`src/rtl/mem_arb_pkg.sv`:
```
// Shared types and default sizing for the memory port arbiter.
// The arbiter serialises instruction fetch and load/store traffic onto a single memory port.
package mem_arb_pkg;

    localparam int NBITS_DEF      = 8;
    localparam int DWIDTH_DEF     = 32;
    localparam int STARVE_LIM_DEF = 4;
    localparam int TIMEOUT_DEF    = 255;

    typedef enum logic [1:0] {
        IDLE    = 2'd0,
        WAIT_IF = 2'd1,
        WAIT_D  = 2'd2
    } arb_state_t;

    typedef enum logic {
        OWN_IF = 1'b0,
        OWN_D  = 1'b1
    } owner_t;

endpackage

```
`src/rtl/arb_starve_counter.sv`:
```
// Counts consecutive data grants taken while fetch is waiting.
// The count saturates at LIMIT, and at_limit is raised while the count sits there.
module arb_starve_counter #(
    parameter int LIMIT = 4
) (
    input  logic clock,
    input  logic reset,
    input  logic clr,
    input  logic inc,
    output logic at_limit
);

    localparam int CW = $clog2(LIMIT + 1);

    logic [CW-1:0] count;

    assign at_limit = (count == CW'(LIMIT));

    always_ff @(posedge clock) begin
        if (!reset) begin
            count <= '0;
        end else if (clr) begin
            count <= '0;
        end else if (inc && !at_limit) begin
            count <= count + CW'(1);
        end
    end

endmodule

```
`src/rtl/mem_port_arbiter.sv`:
```
// Single memory port shared by instruction fetch and load/store, with data priority and a fetch starvation guard.
// Arbitration happens in IDLE; each WAIT state ends on the first cycle with busy low, or at the watchdog limit.
//
//  state   | meaning
//  IDLE    | port free; arbitrate and issue in the same cycle as the request
//  WAIT_IF | fetch in flight; waiting for busy to drop
//  WAIT_D  | load/store in flight; waiting for busy to drop
module mem_port_arbiter
    import mem_arb_pkg::*;
#(
    parameter int NBITS      = NBITS_DEF,
    parameter int DWIDTH     = DWIDTH_DEF,
    parameter int STARVE_LIM = STARVE_LIM_DEF,
    parameter int TIMEOUT    = TIMEOUT_DEF
) (
    input  logic              clock,
    input  logic              reset,
    input  logic              if_req,
    input  logic [NBITS-1:0]  if_addr,
    output logic              if_gnt,
    output logic              if_valid,
    output logic [DWIDTH-1:0] if_rdata,
    input  logic              d_req,
    input  logic              d_we,
    input  logic [NBITS-1:0]  d_addr,
    input  logic [NBITS-1:0]  d_wdata,
    output logic              d_gnt,
    output logic              d_valid,
    output logic [NBITS-1:0]  d_rdata,
    output logic [NBITS-1:0]  mem_addr,
    output logic [DWIDTH-1:0] mem_wdata,
    output logic              mem_re,
    output logic              mem_we,
    input  logic [DWIDTH-1:0] mem_rdata,
    input  logic              busy,
    output logic              stall,
    output logic              err
);

    localparam int WDW = $clog2(TIMEOUT + 1);

    arb_state_t       state_q, state_d;
    owner_t           owner_q;
    logic [NBITS-1:0] addr_q;
    logic [NBITS-1:0] wdata_q;
    logic             we_q;
    logic [WDW-1:0]   wdog_q;
    logic             err_q;

    logic in_wait, fetch_wins, grant_if, grant_d, timed_out, done, starve_hit;

    // All strobes are gated by reset so nothing is issued or returned while it is held.
    assign in_wait    = (state_q != IDLE);
    assign fetch_wins = if_req && (!d_req || starve_hit);
    assign grant_if   = reset && !in_wait && fetch_wins;
    assign grant_d    = reset && !in_wait && d_req && !fetch_wins;
    assign timed_out  = in_wait && busy && (wdog_q == WDW'(TIMEOUT));
    assign done       = reset && in_wait && (!busy || timed_out);

    assign stall = (if_req && !if_valid) || (d_req && !d_valid);
    assign err   = err_q;

    arb_starve_counter #(
        .LIMIT (STARVE_LIM)
    ) u_starve (
        .clock    (clock),
        .reset    (reset),
        .clr      (grant_if || !if_req),
        .inc      (grant_d && if_req),
        .at_limit (starve_hit)
    );

    always_comb begin
        state_d   = state_q;
        if_gnt    = 1'b0;
        d_gnt     = 1'b0;
        if_valid  = 1'b0;
        d_valid   = 1'b0;
        mem_re    = 1'b0;
        mem_we    = 1'b0;
        if_rdata  = '0;
        d_rdata   = '0;
        mem_addr  = addr_q;
        mem_wdata = we_q ? DWIDTH'(wdata_q) : '0;
        if (grant_if) begin
            if_gnt    = 1'b1;
            mem_re    = 1'b1;
            mem_addr  = if_addr;
            mem_wdata = '0;
            state_d   = WAIT_IF;
        end else if (grant_d) begin
            d_gnt     = 1'b1;
            mem_re    = !d_we;
            mem_we    = d_we;
            mem_addr  = d_addr;
            mem_wdata = DWIDTH'(d_wdata);
            state_d   = WAIT_D;
        end else if (done) begin
            if (owner_q == OWN_IF) begin
                if_valid = 1'b1;
                if_rdata = timed_out ? '0 : mem_rdata;
            end else begin
                d_valid = 1'b1;
                d_rdata = timed_out ? '0 : mem_rdata[NBITS-1:0];
            end
            state_d = IDLE;
        end
    end

    always_ff @(posedge clock) begin
        if (!reset) begin
            state_q <= IDLE;
            owner_q <= OWN_IF;
            addr_q  <= '0;
            wdata_q <= '0;
            we_q    <= 1'b0;
            wdog_q  <= '0;
            err_q   <= 1'b0;
        end else begin
            state_q <= state_d;
            if (grant_if) begin
                owner_q <= OWN_IF;
                addr_q  <= if_addr;
                we_q    <= 1'b0;
            end else if (grant_d) begin
                owner_q <= OWN_D;
                addr_q  <= d_addr;
                wdata_q <= d_wdata;
                we_q    <= d_we;
            end
            if (done) begin
                wdog_q <= '0;
            end else if (in_wait && busy) begin
                wdog_q <= wdog_q + WDW'(1);
            end
            if (timed_out) begin
                err_q <= 1'b1;
            end
        end
    end

endmodule

```
`config.mk`:
```
export PLATFORM = sky130hd
export DESIGN_NAME = mem_port_arbiter
export DESIGN_NICKNAME = d
export VERILOG_FILES = /design/src/rtl/mem_arb_pkg.sv /design/src/rtl/arb_starve_counter.sv /design/src/rtl/mem_port_arbiter.sv
export SDC_FILE = /design/constraint.sdc
export NUM_CORES = 1
export LEC_CHECK = 0
export ABC_CLOCK_PERIOD_IN_PS = 2100
export CORE_MARGIN = 10
export CORE_UTILIZATION = 36
export CTS_BUF_LIST = sky130_fd_sc_hd__clkbuf_4 sky130_fd_sc_hd__clkbuf_8
export DETAILED_ROUTE_END_ITERATION = 10
export PLACE_DENSITY = 0.91
export SYNTH_ARGS = -nofsm -noshare
export SYNTH_HDL_FRONTEND = slang
export SYNTH_SLANG_ARGS = --single-unit
```
`constraint.sdc`:
```
create_clock -name clock -period 2.1 [get_ports clock]
set_input_delay 0.315 -clock clock [delete_from_list [all_inputs] [get_ports clock]]
set_output_delay 0.315 -clock clock [all_outputs]
set_load 0.05 [all_outputs]
```
==> impl_metrics.py, run 1 <==
metrics = {
    "outcome": {
        "status": "complete, but fails checks",
        "violations": "setup timing",
    },
    "worst_setup_path": {
        "reg2reg_depth": 9,
        "endpoint_kind": "output pin",
        "critPathLaunch": "u_starve.count[1]$_SDFFE_PP0P_",
        "crit_fanout": 8,
        "worstPathArrival_ns": 1.86,
        "worstPathRequired_ns": 1.78,
        "critPathKind": "flop to output pin",
        "startpoint_type": "flop",
        "cp-endpoint": "mem_wdata[0]",
        "r2r_setup_slack_ns": 0.36,
        "r2r_start": "u_starve.count[1]$_SDFFE_PP0P_",
        "reg2reg_to": "addr_q[2]$_SDFF_PN0_",
    },
    "finish": {
        "fillCellCount": 279,
        "multiInputGateArea_um2": 1679,
        "instances_no_fill": 521,
        "area_growth_pct": 129.4,
        "ff_latch_area_um2": 653.1,
        "drive_gt1_share_pct": 44.99,
        "final_common_cell": "clkdlybuf4s50_1",
        "utilization_pct": 86.12,
        "final_cell_mix": "clkdlybuf4s50_1 (59), buf_12 (48), buf_4 (45)",
        "nNetsFinal": 514,
        "antennaDiodeCount": 0,
    },
    "detailed_routing": {
        "wire_per_inst_um": 20.12,
        "vias": 2603,
        "ant_nets": 0,
        "drt_pass1_iterations": 4,
        "dr_wl_met3_mm": 1.355,
        "avgViaCountPerCell": 4.996,
        "drc_errors": 0,
        "drt_wl_total_mm": 10.48,
        "top_layer": "met4",
        "met2_length_mm": 5.638,
        "drt-initial-drc-count": 83,
        "wl_met1_mm": 3.328,
    },
    "clock_network": {
        "clock_latency_ns": 0.29,
        "cts_tree": "done",
        "cts_buffer_depth": 2,
        "numCtsBuffers": 5,
        "h-tree-depth": 2,
        "clock-sinks": 32,
        "clkTransAtPathRegs_ns": 0.07,
        "root_buffer": "clkbuf_8",
    },
    "floorplan": {
        "start_util_pct": 37.55,
        "die_w_um": 96.48,
        "die_h_um": 96.48,
        "fp-row-count": 27,
        "core_um2": 5608,
        "io_pins": 150,
        "dieArea_um2": 9308,
    },
    "placement": {
        "io_buffers": 125,
        "place_inst": 492,
        "hpwl_mm": 7.395,
        "gpl.final_weighted_congestion": 0.8537,
    },
    "logic_synthesis": {
        "syn_inst": 274,
        "yosysSeqAreaShare_pct": 30.42,
        "yosysWarnings": 0,
        "synthesis.area_um2": 2106,
        "synth_cell_types": 40,
        "avgSynthCellArea_um2": 7.685,
        "ys_seq_elements": 32,
    },
    "sta": {
        "setup_ws_ns": -0.07542,
        "timing.final.max_slew_violations": 0,
        "setup_viol": 24,
        "period_minus_slack_ns": 2.175,
        "rsz0062_at_grt": "yes",
        "min_period_over_period_pct": 103.6,
        "max_freq_ghz": 0.4597,
        "fin_skew_ns": 0.006651,
        "relSlewSlack_pct": 58.82,
        "whs_ns": 0.4465,
        "worst_slew_pin_slew_ns": 0.6169,
        "final_hold_viol_count": 0,
    },
    "grt": {
        "grt_pass1_vias": 2753,
        "antenna_found_initial": 0,
        "grt_pass1_wl_mm": 14.67,
        "gr-total-overflow": 0,
        "track_usage_pct": 20.23,
        "grt_max_degree": 25,
    },
    "power": {
        "ir_drop_mv": 0.2645,
        "p_leak_uw": 0.001955,
        "power_uw": 2136,
        "cellPowerDensity_nw_per_um2": 442.3,
    },
    "worst_hold_path": {
        "hold_class": "flop to flop",
        "min-delay-start": "err$_SDFFE_PN0P_",
    },
    "job": {
        "max_cap_violations": 0,
    },
}
-- critical path, cell delays in order, from the launching register on --
cell and delay, ns:
dfxtp_2 0.33, inv_2 0.07, ha_4 0.16, a21boi_4 0.06, o211ai_4 0.27, buf_8 0.20, nand3_2 0.12, a21oi_4 0.18
buf_6 0.17
-- cells by family (layout without fill, tap and decap cells) --
kind of cell / after synthesis / count (layout) / synth area share (%)
compound gates: 42 / 42 / 15.15
xor+xnor: 7 / 7 / 2.912
fa+ha+maj: 3 / 3 / 1.783
buf+inv: 60 / 211 / 16.04
flops: 32 / 32 / 30.42
mux: 1 / 1 / 0.4754
other cells: 1 / 24 / 0.1781
simple gates: 128 / 129 / 33.04
-- cells in the mapped netlist --
library cell  number  area share (%)
nor3_1             1            0.24
nor3b_4            1            0.89
o211a_1            1            0.48
nand4_1            3            0.89
o221ai_2           3             2.1
clkinv_1           2            0.36
xnor2_1            4             1.7
a21boi_4           1            0.89
o21a_2             1            0.42
a41o_1             1            0.48
a21oi_1           22             5.2
o21ai_0            3            0.71
o22ai_1            1            0.30
and4_1             1            0.42
nor2_1            14             2.5
buf_2              3            0.71
a21boi_1           1            0.36
inv_2              1            0.18
or2_2              1            0.30
clkbuf_1           5            0.89
nor4bb_1           1            0.48
ha_1               3             1.8
and3_1            17             5.1
conb_1             1            0.18
nor4_1             3            0.89
inv_1             21             3.7
mux2i_1            1            0.48
o211ai_4           1             1.0
xor2_1             3             1.2
a31oi_2            1            0.59
and2_1            34              10
nor3_2             2            0.95
nand2_1           29             5.2
nand3_1           20             4.8
buf_4             27             9.6
buf_6              1            0.53
o221ai_1           5             2.1
nand4b_1           1            0.42
a21bo_2            1            0.48
dfxtp_1           32              30
-- sequential cells by signal (all words and copies together), names as in the netlist --
register / count
wdata_q: 8
u_starve.count: 3
we_q: 1
owner_q: 1
addr_q: 8
state_q: 2
err: 1
wdog_q: 8
-- metal layers --
metal / global-route usage, % / vias to the layer above
li1: - / 1231
met1: 18.41 / 1224
met4: 3.511 / 0
met3: 11.57 / 16
met2: 38.47 / 132
met5: 0 / -
-- report_power, final --
| part | internal (uW) | total, uW | leakage, uW | switching, uW |
|---|---|---|---|---|
| Sequential | 634 | 663 | 0.000263 | 28.9 |
| Clock | 292 | 517 | 0.0000503 | 225 |
| Combinational | 434 | 957 | 0.00164 | 523 |
| Total | 1360 | 2140 | 0.00195 | 777 |
-- worst min-delay path by stage --
stage                                          to  slack (ns)  depth (start not counted)
after floorplan           wdata_q[0]$_SDFFE_PN0P_        0.44                          2
after global placement           err$_SDFFE_PN0P_        0.43                          2
after detailed placement         err$_SDFFE_PN0P_        0.44                          2
after CTS                        err$_SDFFE_PN0P_        0.45                          2
after global routing             err$_SDFFE_PN0P_        0.47                          2
final                            err$_SDFFE_PN0P_        0.45                          2
-- cell type report --
cell class                 count  area share, %
sequential                    32          13.52
inverter                      24          2.021
tap                           72          1.865
multi-input combinational    206          34.77
clock buffer                   7          1.995
timing repair buffer         179          45.65
timing repair inverter         1         0.1813
-- per-stage QoR --
step / setup TNS [ns] / setup WS [ns] / cell area, um^2
after detailed placement: -3.014 / -0.1698 / 4148
after global placement: -1.624 / -0.1042 / 4148
after floorplan: -0.2921 / -0.04173 / 2381
final: -0.9009 / -0.07542 / 4830
after global routing: -2.498 / -0.1251 / 4830
after CTS: -0.4709 / -0.06252 / 4626
-- repair_timing --
action / in CTS / in global routing
hold buffers: 0 / 0
cloned: 2 / 1
setup buffers: 12 / 9
pin swaps: 18 / 13
gates resized for setup: 52 / 39
setup endpoints to repair: 54 / 36
(Power assumes the default switching activity.)
==> run 2: changes to the inputs <==
Settings changed: CORE_UTILIZATION 36 to 35, SYNTH_HIERARCHICAL set to 1.
==> run 2 against run 1 <==
Clock power increased by 6.0%. Largest cell class unchanged. Core utilization increased by 5.8 points. Critical endpoint is now mem_addr[7]. Via count increased by 16%. Die area decreased by 2.5%. Maximum frequency decreased by 14%. Cell area increased by 4.8%. Wire length increased by 42%. Sequential power increased by 0.9%. Register-to-register slack got worse by 0.67 ns. Cell count increased by 0.58%. Clock skew increased by 0.012 ns. The flow still finishes with violations (setup timing).
==> impl_metrics.py, run 2 <==
metrics = {
    "grt": {
        "grt_max_degree": 25,
        "antenna_found_initial": 1,
        "track_usage_pct": 26.86,
        "gr-total-overflow": 0,
        "grt_pass1_vias": 2907,
        "grt_pass1_wl_mm": 18.34,
    },
    "worst_setup_path": {
        "worstPathCellList": "clkdlybuf4s50_1, nand2_1, nand3_2, inv_4, buf_6, a222oi_1, buf_4, inv_2, buf_12",
        "worstPathArrival_ns": 2.22,
        "critPathKind": "input port to output pin",
        "slowest_stage": "clkdlybuf4s50_1",
        "crit_fanout": 4,
        "cpPeakStageDelay_ns": 0.64,
        "worstPathRequired_ns": 1.78,
        "startpoint_type": "input port",
        "endpoint_kind": "output pin",
    },
    "logic_synthesis": {
        "synthFlopType": "dfxtp_1",
        "synthTopCellsByCount": "dfxtp_1 (32), and2_1 (26), buf_4 (25)",
        "synth_top_area_cell": "dfxtp_1",
        "synth_cell_types": 41,
        "yosysSeqAreaShare_pct": 32.32,
        "async_flop_share_pct": 0,
        "ys_seq_elements": 32,
        "yosysMostFrequentCell": "dfxtp_1",
        "synth_edf_count": 0,
        "yosysWarnings": 6,
        "synth_area_leaders": "dfxtp_1 (32%), buf_4 (9.5%), and2_1 (8.2%), a21oi_1 (5.6%), and3_1 (5.4%)",
        "syn_inst": 251,
        "avgSynthCellArea_um2": 7.896,
        "yosysTopAreaCellShare_pct": 32.32,
        "synthesis.area_um2": 1982,
    },
    "clock_network": {
        "root_buffer": "clkbuf_8",
        "numCtsBuffers": 5,
        "clock-sinks": 32,
        "clock_latency_ns": 0.32,
        "cts_tree": "done",
        "cts_hold_buf": 0,
        "clkTransAtPathRegs_ns": 0.07,
        "h-tree-depth": 2,
        "cts_buffer_depth": 2,
    },
    "sta": {
        "relSlewSlack_pct": 61.69,
        "timing.final.max_slew_violations": 0,
        "setup_viol": 66,
        "max_freq_ghz": 0.3937,
        "worst_slew_pin_slew_ns": 0.5739,
        "setup_ws_ns": -0.4400,
        "final_hold_viol_count": 0,
        "fin_skew_ns": 0.01850,
        "rsz0062_at_grt": "yes",
        "min_period_over_period_pct": 121.0,
        "period_minus_slack_ns": 2.540,
    },
    "finish": {
        "final_cell_mix": "buf_12 (64), clkdlybuf4s50_1 (59), buf_4 (53)",
        "drive_gt1_share_pct": 50.78,
        "top_regs": "addr_q: 8 flops, wdata_q: 8 flops, wdog_q: 8 flops",
        "final_common_cell": "buf_12",
        "area_growth_pct": 155.5,
        "finish.instance_area_um2": 5064,
        "nNetsFinal": 515,
    },
    "floorplan": {
        "dieArea_um2": 9073,
        "io_pins": 150,
        "start_util_pct": 35.99,
        "fp-row-count": 27,
        "die_w_um": 95.25,
        "core_um2": 5507,
        "die_h_um": 95.25,
    },
    "placement": {
        "io_buffers": 125,
        "gpl.final_weighted_congestion": 0.7826,
        "hpwl_mm": 7.820,
        "post_dp_cell_area_um2": 4309,
    },
    "power": {
        "p_leak_uw": 0.002130,
        "cellPowerDensity_nw_per_um2": 457.1,
        "power_uw": 2314,
        "ir_drop_mv": 0.6281,
    },
    "detailed_routing": {
        "drc_errors": 0,
        "drt-initial-drc-count": 332,
        "wire_per_inst_um": 28.32,
        "vias": 3029,
        "ant_nets": 0,
        "drt_pass1_iterations": 5,
        "drt_wl_total_mm": 14.84,
        "avgViaCountPerCell": 5.781,
    },
    "worst_hold_path": {
        "hold_class": "flop to flop",
    },
    "outcome": {
        "violations": "setup timing",
        "status": "complete, but fails checks",
    },
    "job": {
        "max_cap_violations": 0,
    },
}
[run 2: final cells by class]
cell class	instances	area [um^2]
antenna	1	2.502
timing repair inverter	1	6.256
clock inverter	2	10.01
clock buffer	6	82.58
sequential	32	654.4
tap	72	90.09
timing repair buffer	203	2621
multi-input combinational	191	1529
fill	209	442.9
inverter	16	67.56
[run 2: per-stage QoR]
stage / util, % / worst slack [ns] / hold WS (ns) / setup TNS, ns / std cells
after CTS: 89.09 / -0.2294 / 0.4610 / -4.383 / 512
after global placement: 78.25 / -0.2433 / 0.4403 / -10.92 / 475
after floorplan: - / -0.1867 / 0.4366 / -2.230 / 274
after global routing: 91.96 / -0.4990 / 0.5044 / -16.14 / 524
final: 91.96 / -0.4400 / 0.4824 / -13.09 / 524
after detailed placement: 78.25 / -0.3514 / 0.4514 / -13.65 / 475
[run 2: repair_timing]
item | 4_1_cts | 5_1_grt
pin swaps | 20 | 13
setup endpoints to repair | 62 | 41
gates resized for setup | 67 | 17
gates cloned | 3 | 2
hold endpoints to repair | 0 | 0
setup buffers | 26 | 10
[run 2: cells by family (layout without fill, tap and decap cells)]
| logic type | count (synthesis) | count (layout) | share of synthesized area, % |
|---|---|---|---|
| mux | 3 | 3 | 1.515 |
| flops | 32 | 32 | 32.32 |
| buf+inv | 51 | 228 | 14.52 |
| xor+xnor | 6 | 6 | 2.651 |
| fa+ha+maj | 3 | 3 | 1.894 |
| compound gates | 46 | 46 | 16.67 |
| other cells | 1 | 25 | 0.1892 |
| simple gates | 109 | 109 | 30.24 |
[run 2: power by group]
group / internal [uW] / total, uW / leakage, uW / switching, uW
registers: 636 / 669 / 0.000264 / 32.7
clock network: 262 / 548 / 0.0000510 / 286
logic: 505 / 1100 / 0.00181 / 593
total: 1400 / 2310 / 0.00213 / 911
[run 2: final timing paths]
path                                  startpoint                 endpoint  slack, ns  cells after the start
setup / recovery                          if_req              mem_addr[7]      -0.44                      9
hold / removal           wdata_q[4]$_SDFFE_PN0P_  wdata_q[4]$_SDFFE_PN0P_       0.48                      2
setup reg to reg  u_starve/count[1]$_SDFFE_PP0P_     addr_q[4]$_SDFF_PN0_      -0.31                     17
hold reg to reg          wdata_q[4]$_SDFFE_PN0P_  wdata_q[4]$_SDFFE_PN0P_       0.48                      2
[run 2: layer usage]
metal  wire, um  global-route usage (%)  vias up
li1           -                       -     1218
met1       4751                   28.48     1471
met2       7774                   51.88      234
met3       1042                   4.792      106
met4       1270                   8.603        0
met5          0                       0        -
[run 2: worst max-delay path: cells and delay by family]
kind            cells  cell delay [ns]
buf+inv             6             1.23
simple gates        2             0.29
compound gates      1             0.39
==> run 3: changes to the inputs <==
Settings changed: CTS_CLUSTER_DIAMETER set to 200, TNS_END_PERCENT set to 100.
==> results of run 3 <==
Final layout, timing and power as in run 2 (identical DEF).
